`config.mk`:
```
export PLATFORM = sky130hd
export DESIGN_NAME = skp_scheduler_flat
export DESIGN_NICKNAME = d
export VERILOG_FILES = /design/src/rtl/scrambler_pcie_pkg.sv /design/src/rtl/skp_scheduler_if.sv /design/src/rtl/skp_interval_timer.sv /design/src/rtl/skp_scheduler.sv /design/src/flat_wrapper.sv
export SDC_FILE = /design/constraint.sdc
export NUM_CORES = 1
export LEC_CHECK = 0
export ABC_AREA = 1
export CORE_MARGIN = 1.5
export CORE_UTILIZATION = 45
export CTS_CLUSTER_SIZE = 20
export DETAILED_ROUTE_END_ITERATION = 8
export GPL_TIMING_DRIVEN = 1
export PLACE_DENSITY = 0.75
export SLEW_MARGIN = 20
export SYNTH_ARGS = -nofsm -noshare
export SYNTH_HDL_FRONTEND = slang
export SYNTH_SLANG_ARGS = --single-unit
export TNS_END_PERCENT = 10
```
`constraint.sdc`:
```
create_clock -name clk -period 1.7 [get_ports clk]
set_clock_uncertainty 0.05 [all_clocks]
set_input_delay 0.34 -clock clk [delete_from_list [all_inputs] [get_ports clk]]
set_output_delay 0.34 -clock clk [all_outputs]
set_load 0.01 [all_outputs]
```
`src/rtl/scrambler_pcie_pkg.sv`:
```
// Shared symbols, FSM states and interval type for the SKP scheduler.
package scrambler_pcie_pkg;

    localparam logic [7:0] COM_SYM = 8'hBC;
    localparam logic [7:0] SKP_SYM = 8'h1C;
    localparam logic [7:0] IDL_SYM = 8'h00;

    typedef logic [11:0] interval_t;

    typedef enum logic [1:0] {
        ST_IDLE = 2'd0,
        ST_PKT  = 2'd1,
        ST_SKP  = 2'd2
    } state_t;

endpackage

```
`src/rtl/skp_scheduler_if.sv`:
```
// Upstream byte stream and scrambler-facing symbol bus.
interface skp_scheduler_if;

    logic [7:0] in_data;
    logic       in_k;
    logic       in_valid;
    logic       in_sop;
    logic       in_eop;
    logic       in_ready;

    logic [7:0] out_data;
    logic       out_k;
    logic       out_dis_scrambler;

    modport master (
        output in_data, in_k, in_valid, in_sop, in_eop,
        input  in_ready,
        input  out_data, out_k, out_dis_scrambler
    );

    modport slave (
        input  in_data, in_k, in_valid, in_sop, in_eop,
        output in_ready,
        output out_data, out_k, out_dis_scrambler
    );

endinterface

```
`src/rtl/skp_interval_timer.sv`:
```
// Free-running SKP interval counter with a sticky pending request.
module skp_interval_timer
    import scrambler_pcie_pkg::*;
(
    input  logic      clk,
    input  logic      rst,
    input  interval_t interval,
    input  logic      clr,
    output logic      pending,
    output logic      overflow
);

    interval_t count;
    logic      wrap;

    // >= lets a shrunk interval wrap on the very next compare
    assign wrap = (interval != '0) && (count >= interval - 12'd1);

    always_ff @(posedge clk or posedge rst) begin
        if (rst) begin
            count    <= '0;
            pending  <= 1'b0;
            overflow <= 1'b0;
        end else begin
            if (interval == '0 || wrap)
                count <= '0;
            else
                count <= count + 12'd1;
            overflow <= wrap & pending & ~clr;
            if (wrap)
                pending <= 1'b1;
            else if (clr)
                pending <= 1'b0;
        end
    end

endmodule

```
`src/rtl/skp_scheduler.sv`:
```
// Merges packet bytes with periodic COM+3xSKP ordered sets between packets.
module skp_scheduler
    import scrambler_pcie_pkg::*;
#(
    parameter logic [7:0] COM = COM_SYM,
    parameter logic [7:0] SKP = SKP_SYM,
    parameter logic [7:0] IDL = IDL_SYM
) (
    input  logic              clk,
    input  logic              rst,
    skp_scheduler_if.slave    bus,
    input  interval_t         cfg_skp_interval,
    input  logic              cfg_dis_scramble,
    output logic              skp_active,
    output logic              proto_err,
    output logic              skp_overflow
);

    state_t     state;
    state_t     state_n;
    logic [1:0] idx;
    logic [1:0] idx_n;
    logic       pending;
    logic       clr;
    logic       ready;
    logic [7:0] data_n;
    logic       k_n;
    logic       act_n;
    logic       perr_n;

    skp_interval_timer u_timer (
        .clk      (clk),
        .rst      (rst),
        .interval (cfg_skp_interval),
        .clr      (clr),
        .pending  (pending),
        .overflow (skp_overflow)
    );

    assign bus.in_ready = ready;

    always_comb begin
        state_n = state;
        idx_n   = idx;
        data_n  = IDL;
        k_n     = 1'b0;
        act_n   = 1'b0;
        perr_n  = 1'b0;
        clr     = 1'b0;
        ready   = 1'b0;
        unique case (state)
            ST_IDLE: begin
                if (pending) begin
                    data_n  = COM;
                    k_n     = 1'b1;
                    act_n   = 1'b1;
                    clr     = 1'b1;
                    state_n = ST_SKP;
                    idx_n   = 2'd1;
                end else begin
                    ready = ~rst;
                    if (bus.in_valid) begin
                        if (bus.in_sop) begin
                            data_n = bus.in_data;
                            k_n    = bus.in_k;
                            if (!bus.in_eop)
                                state_n = ST_PKT;
                        end else begin
                            perr_n = 1'b1;
                        end
                    end
                end
            end
            ST_PKT: begin
                // SKP is never inserted mid-packet
                ready = ~rst;
                if (bus.in_valid) begin
                    data_n = bus.in_data;
                    k_n    = bus.in_k;
                    if (bus.in_eop)
                        state_n = ST_IDLE;
                end
            end
            ST_SKP: begin
                data_n = SKP;
                k_n    = 1'b1;
                act_n  = 1'b1;
                if (idx == 2'd3) begin
                    state_n = ST_IDLE;
                    idx_n   = 2'd0;
                end else begin
                    idx_n = idx + 2'd1;
                end
            end
            default: begin
                state_n = ST_IDLE;
                idx_n   = 2'd0;
            end
        endcase
    end

    always_ff @(posedge clk or posedge rst) begin
        if (rst) begin
            state                 <= ST_IDLE;
            idx                   <= 2'd0;
            bus.out_data          <= IDL;
            bus.out_k             <= 1'b0;
            bus.out_dis_scrambler <= 1'b0;
            skp_active            <= 1'b0;
            proto_err             <= 1'b0;
        end else begin
            state                 <= state_n;
            idx                   <= idx_n;
            bus.out_data          <= data_n;
            bus.out_k             <= k_n;
            bus.out_dis_scrambler <= cfg_dis_scramble;
            skp_active            <= act_n;
            proto_err             <= perr_n;
        end
    end

endmodule

```
`src/flat_wrapper.sv`:
```
// flat-port wrapper written by rule: the top's interface ports become plain ports
module skp_scheduler_flat import scrambler_pcie_pkg::*;
#(
    parameter logic [7:0] COM = COM_SYM,
    parameter logic [7:0] SKP = SKP_SYM,
    parameter logic [7:0] IDL = IDL_SYM
)
  (clk, rst, cfg_skp_interval, cfg_dis_scramble, skp_active, proto_err, skp_overflow, bus_in_data, bus_in_k, bus_in_valid, bus_in_sop, bus_in_eop, bus_in_ready, bus_out_data, bus_out_k, bus_out_dis_scrambler);
  skp_scheduler_if bus_i ();
  input  logic clk;
  input  logic rst;
  input  interval_t cfg_skp_interval;
  input  logic cfg_dis_scramble;
  output logic skp_active;
  output logic proto_err;
  output logic skp_overflow;
  input wire logic [$bits(bus_i.in_data)-1:0] bus_in_data;
  input wire logic [$bits(bus_i.in_k)-1:0] bus_in_k;
  input wire logic [$bits(bus_i.in_valid)-1:0] bus_in_valid;
  input wire logic [$bits(bus_i.in_sop)-1:0] bus_in_sop;
  input wire logic [$bits(bus_i.in_eop)-1:0] bus_in_eop;
  output wire logic [$bits(bus_i.in_ready)-1:0] bus_in_ready;
  output wire logic [$bits(bus_i.out_data)-1:0] bus_out_data;
  output wire logic [$bits(bus_i.out_k)-1:0] bus_out_k;
  output wire logic [$bits(bus_i.out_dis_scrambler)-1:0] bus_out_dis_scrambler;
  assign bus_i.in_data = bus_in_data;
  assign bus_i.in_k = bus_in_k;
  assign bus_i.in_valid = bus_in_valid;
  assign bus_i.in_sop = bus_in_sop;
  assign bus_i.in_eop = bus_in_eop;
  assign bus_in_ready = bus_i.in_ready;
  assign bus_out_data = bus_i.out_data;
  assign bus_out_k = bus_i.out_k;
  assign bus_out_dis_scrambler = bus_i.out_dis_scrambler;
  skp_scheduler #(.COM(COM), .SKP(SKP), .IDL(IDL)) u_core (.clk(clk), .rst(rst), .bus(bus_i), .cfg_skp_interval(cfg_skp_interval), .cfg_dis_scramble(cfg_dis_scramble), .skp_active(skp_active), .proto_err(proto_err), .skp_overflow(skp_overflow));
endmodule
```
Word level (Yosys, flattened, before mapping)
Cells that the tools add are included.
{ "op_classes": {"reduce_logical": 8, "addsub": 3, "bitwise_logic": 5, "mux": 33, "eq_ne": 10, "n_lt_le_gt_ge": 1} }
{ "ops": {"columns": ["op", "count"], "rows": [
  ["$mux W8", 4],
  ["$pmux W8 S3", 1],
  ["$mux W2", 9],
  ["$mux W1", 13],
  ["$add A12 B1 Y12 const B", 1],
  ["$ge A12 B12 Y1", 1],
  ["$logic_not A12 Y1", 1],
  ["$mux W12", 1],
  ["$pmux W2 S3", 2],
  ["$reduce_bool A12 Y1", 1],
  ["$sub A12 B1 Y12 const B", 1],
  ["$ne A3 B3 Y1 const B", 3],
  ["$ne A2 B2 Y1 const B", 3],
  ["$reduce_and A6 Y1", 1],
  ["$eq A2 B2 Y1 const B", 2],
  ["$pmux W1 S2", 2],
  ["$not A1 Y1", 3],
  ["$pmux W1 S3", 1],
  ["$add A2 B1 Y2 const B", 1],
  ["$and A1 B1 Y1", 2],
  ["$eq A2 B1 Y1 const B", 1],
  ["$logic_not A2 Y1", 1],
  ["$ne A2 B1 Y1 const B", 1],
  ["$reduce_and A2 Y1", 1],
  ["3 further kinds", 3]
]} }
{ "word_totals": {"wordCells": 70, "reg_bits": 30, "output_inout_bits": 14, "input_bits": 27} }

Depth between registers and ports, before layout
{ "logic_depth": {"ltp_word": 5, "mapped_depth": 16} }

Modules after synthesis
From an unflattened synthesis, not the netlist that was laid out.
{ "hier_totals": {"hier_cells": 243, "area_unflattened_um2": 1963.1} }
{ "by_module_without_submodules": {"columns": ["module", "area_each_um2", "cells_each", "n_inst"], "rows": [
  ["skp_interval_timer", 1277.5, 167, 1],
  ["skp_scheduler", 685.7, 76, 1]
]} }

Worst setup path before layout
OpenSTA, ideal clock, no wires.
{ "synth_timing": {"kind": "input to register", "from": "input cfg_skp_interval[0]", "to": "register u_core.u_timer.count[4]", "setup_time_ps": 121, "cell_stages": 15, "setup_slack_ps": -393, "t_arrival_ps": 1923, "path_buffers": 1, "path_cell_list": "inv_1 > ha_1 > nand2_2 > nor3_2 > nand2_1 > nand2_1 > inv_1 > ha_1 > nand2_1 > nor2_1 > and2_1 > nand2_1 > nand4_4 > buf_6 > nor2_2"} }
{ "synth_between": {"elab_chain_cells": 5, "elab_cells_between_ends": 7, "cone_classes": "add/sub: 1; order compare: 1; mux: 1; reduce/logical: 4"} }
{ "synth_lines": {"columns": ["item", "line_no", "source"], "rows": [
  ["start, declared", "flat_wrapper.sv:12", "input interval_t cfg_skp_interval;"],
  ["$sub A12 B1 Y12", "skp_interval_timer.sv:17", "assign wrap = (interval != '0) && (count >= interval - 12'd1);"],
  ["$ge A12 B12 Y1", "skp_interval_timer.sv:17", null],
  ["$logic_and A1 B1 Y1", "skp_interval_timer.sv:17", null],
  ["$logic_or A1 B1 Y1 (*)", "skp_interval_timer.sv:25", "if (interval == '0 || wrap)"],
  ["$mux W12 (*)", "skp_interval_timer.sv:25", null],
  ["end signal, assigned", "skp_interval_timer.sv:28", "count <= count + 12'd1;"],
  ["end, declared", "skp_interval_timer.sv:13", "interval_t count;"]
]} }
Mark *: on every way between the ends. The rest lies on a longest branch, timed or not.
A chain may end at the register's enable or synchronous reset.

Worst setup path after layout
{ "layout_timing": {"from": "input cfg_skp_interval[0]", "to": "register u_core.u_timer.count[8]"} }
Same word-level chain as after synthesis.

==> key figures <==
Place
  • Worst slack at placement: -1079 ps
  • DP HPWL: roughly 3100 um
  • Gpl congestion: 0.8407
  • Number of port buffers: 40
  • Post-DP Area: between 0.002 and 0.003 mm^2

Status
  • Failing checks: setup timing
  • Outcome: complete, but fails checks

Finish
  • Fin util: 71.54%
  • Fin area: roughly 0.0029 mm^2
  • Commonest non-fill, non-tap cell in the layout: nand2_1
  • Filler cells: between 200 and 300
  • Most frequent cells in the layout: nand2_1 (49), buf_4 (35), dfrtp_1 (29), clkdlybuf4s50_1 (27), inv_1 (26)
  • Diode count: 0
  • Fin nets: 362
  • Layout cells sized above 1: between 30% and 40%
  • Area grow syn2layout: 50.36%

Timing
  • WHS: between 400 and 500 ps
  • Setup TNS Final: -3827 ps
  • Rel. slew slack: around three quarters
  • Clock period minus worst slack: 1985 ps
  • Final Cycle Share: 116.8%
  • Worst setup margin: -285.4 ps
  • Worst-Margin Slew: 371.1 ps
  • Pins Over Slew Limit: 0
  • Fin. Hold Viols: 0
  • Final setup viols: 14
  • Maximum clock rate: 0.5037 GHz
  • RSZ-0062 raised after global routing: yes

Synthesis
  • Synth Instances: 236
  • Synthesized area per cell: 8.181 um^2
  • Yosys top cell by area: dfrtp_1
  • Yosys warns: 0
  • Sequential-to-total area share from yosys stat: between 30% and 40%
  • Ys async rst share: 100.0%
  • #FFs+latches synth: 30
  • Mapped Area: ~0.0019 mm^2
  • Post-synth EDFFs: 0
  • Top_reg_cell synth: dfrtp_1
  • Largest cells by area after synthesis: dfrtp_1 (39%), nand2_1 (10%), ha_1 (10%), inv_1 (6.0%), nor2_2 (5.2%)
  • Yosys top cell area share: roughly two fifths
  • Synth cell types: 27
  • Syn nets: ~280

Drt
  • Via/cell ratio: 4.768
  • # DRC: 0
  • Routed Wire Length: 4572 um
  • DRT antenna net count: 0
  • DR iter-0 viols: 75
  • Via count: approximately 1800
  • Average routed wire per standard cell: 12.36 um
  • First-pass DRT Iterations: 4

Clocking
  • Worst-skew pair later-pin latency: ~280 ps
  • CTS clk-pin slew, worst paths: around 60 ps
  • TritonCTS Buffers: 5
  • Clock Path Buffers: 2
  • Clk sinks: 30
  • TritonCTS clock tree: built
  • Htree depth: 2
  • Root buffer cell: clkbuf_8

Die
  • Die outline area: around 0.0047 mm^2
  • DIE WIDTH: approximately 70 um
  • Die Y: roughly 69 um
  • I/O Pins: 41
  • CORE AREA: roughly 0.0041 mm^2
  • # rows: 23
  • Initial Utilization: 47.58%

Run
  • Max_cap viols: 0

Power and ir drop
  • P_leak: approximately 1.4 nW
  • Power density over cell area: between 1000 and 1500 mW/mm^2
  • Peak VDD IR: between 600 and 700 uV

Setup path
  • Worst setup startpoint: cfg_skp_interval[0]
  • Critical path's most frequent cell: buf_6
  • RR Startpoint: u_core.u_timer.count[2]
  • CP Launch Type: input port
  • Setup CP Type: input port to register
  • Crit path max fanout: 6
  • FF-to-FF setup slack: approximately 20 ps
  • Worst reg2reg endpoint: u_core.u_timer.count[8]
  • Max stage delay cell, worst path: ha_1
  • Worst path max stage delay: between 200 and 300 ps
  • Cell family with most CP delay: simple AND/OR/NAND/NOR gates
  • CP Buf/Inv Count: 4
  • Arrival time of the worst setup path: around 2200 ps
  • Worst setup path end: u_core.u_timer.count[8]
  • CP endpoint kind: register
  • Worst path cell trace: buf_6 -> clkinvlp_4 -> buf_6 -> nand3_4 -> nor3_4 -> xor2_1 -> ha_1 -> nand2_1 -> a21oi_2 -> nor2_4 -> nand4_4 -> clkbuf_16 -> nor2_2
  • Worst path required time: approximately 1900 ps
  • Critical path depth: 13
  • R2R cell count: 9

Global routing
  • Largest net degree at the start of global routing: 31
  • First-pass GRT wire length: between 7000 and 8000 um
  • Total gr overflow: 0
  • Vias in the first global route: around 1700
  • Antenna violations before repair: 0
  • GRT Resource Usage Total: a little over a fifth

Worst hold path
  • Worst Hold Class: input port to asynchronous set/reset pin
==> worst min-delay path by stage <==
stage / start / to / slack (ps) / cells past startpoint
after detailed placement: u_core.u_timer.count[0] / u_core.u_timer.count[0] / 410 / 1
after global routing: u_core.u_timer.count[0] / u_core.u_timer.count[0] / 440 / 1
after CTS: rst / u_core.idx[1] / 430 / 3
after floorplan: cfg_dis_scramble / u_core.bus.out_dis_scrambler / 320 / 0
after global placement: u_core.u_timer.count[0] / u_core.u_timer.count[0] / 410 / 1
final: rst / u_core.proto_err / 410 / 3
==> metal layers <==
| layer | wire (um) | share of wire, % | vias up | track usage (%) |
|---|---|---|---|---|
| li1 | - | - | 904 | - |
| met4 | 63 | 1.4 | 0 | 6.750 |
| met3 | 155 | 3.4 | 8 | 4.870 |
| met5 | 0 | 0 | - | 0 |
| met2 | 2345 | 51 | 29 | 36.54 |
| met1 | 2007 | 44 | 823 | 25.50 |
==> cell usage after synthesis (4+ instances only) <==
| cell | number |
|---|---|
| a21oi_1 | 7 |
| dfrtp_1 | 30 |
| ha_1 | 16 |
| inv_1 | 31 |
| nand2_1 | 54 |
| nand2_2 | 6 |
| nand3_1 | 9 |
| nor2_1 | 25 |
| nor2_2 | 16 |
| o21ai_0 | 4 |
| xnor2_1 | 7 |
| xor2_1 | 8 |
==> cells by family (layout without fill, tap and decap cells) <==
group	after synthesis	in the layout	synth area share [%]
adders and majority gates	16	16	10.37
and+or+nand+nor	124	124	31.95
DFF	30	30	38.89
xor gates and xnor gates	15	15	6.805
buffers and inverters	35	119	7.388
AOI/OAI and AO/OA	16	16	4.602
==> worst reg2reg max path, stage by stage (launching register included) <==
cell and delay (ps):
dfrtp_1 430, ha_1 300, nand2_1 80, nor2_1 50
nor2_1 90, nand2_1 120, nand2_4 120, nand4_4 110
clkbuf_16 200, nor2_2 70
==> registers in the layout (all words and copies together) (netlist names) <==
name / cells
u_core.bus.out_dis_scrambler: 1
u_core.u_timer.count: 12
u_core.skp_active: 1
u_core.idx: 2
u_core.u_timer.overflow: 1
u_core.u_timer.pending: 1
u_core.bus.out_data: 8
u_core.bus.out_k: 1
u_core.proto_err: 1
u_core.state: 2
==> what timing repair did <==
| item | CTS | global route |
|---|---|---|
| setup buffers | 11 | 1 |
| hold buffers | 0 | 0 |
| pin swaps | 23 | 15 |
| endpoints found under the hold margin | 0 | 0 |
| endpoints found under the setup margin | 15 | 15 |
| resized for setup | 62 | 16 |
| gates cloned | 1 | 0 |
==> power breakdown <==
part	total, mW	internal [mW]	leakage [nW]	switching (mW)
logic	1.36	0.671	0.998	0.693
registers	1.06	0.916	0.391	0.144
clock network	0.592	0.326	0.0482	0.266
==> metrics by stage <==
step	std cells	power (mW)
floorplan	236	1.851
global placement	349	2.333
detailed placement	349	2.389
CTS	369	3.024
global route	370	3.267
finish	370	3.016
==> area by class of cell <==
| type | instances | area (um^2) | area share (%) |
|---|---|---|---|
| multi-input cells | 171 | 1171 | 40.34 |
| clock inverters | 1 | 5.005 | 0.1724 |
| flip-flops and latches | 30 | 752.0 | 25.91 |
| repair buffers | 78 | 695.7 | 23.97 |
| clock buffers | 7 | 86.33 | 2.974 |
| well taps | 50 | 62.56 | 2.155 |
| inverters | 33 | 130.1 | 4.483 |
Note: power is estimated with default switching activity, not from simulation.
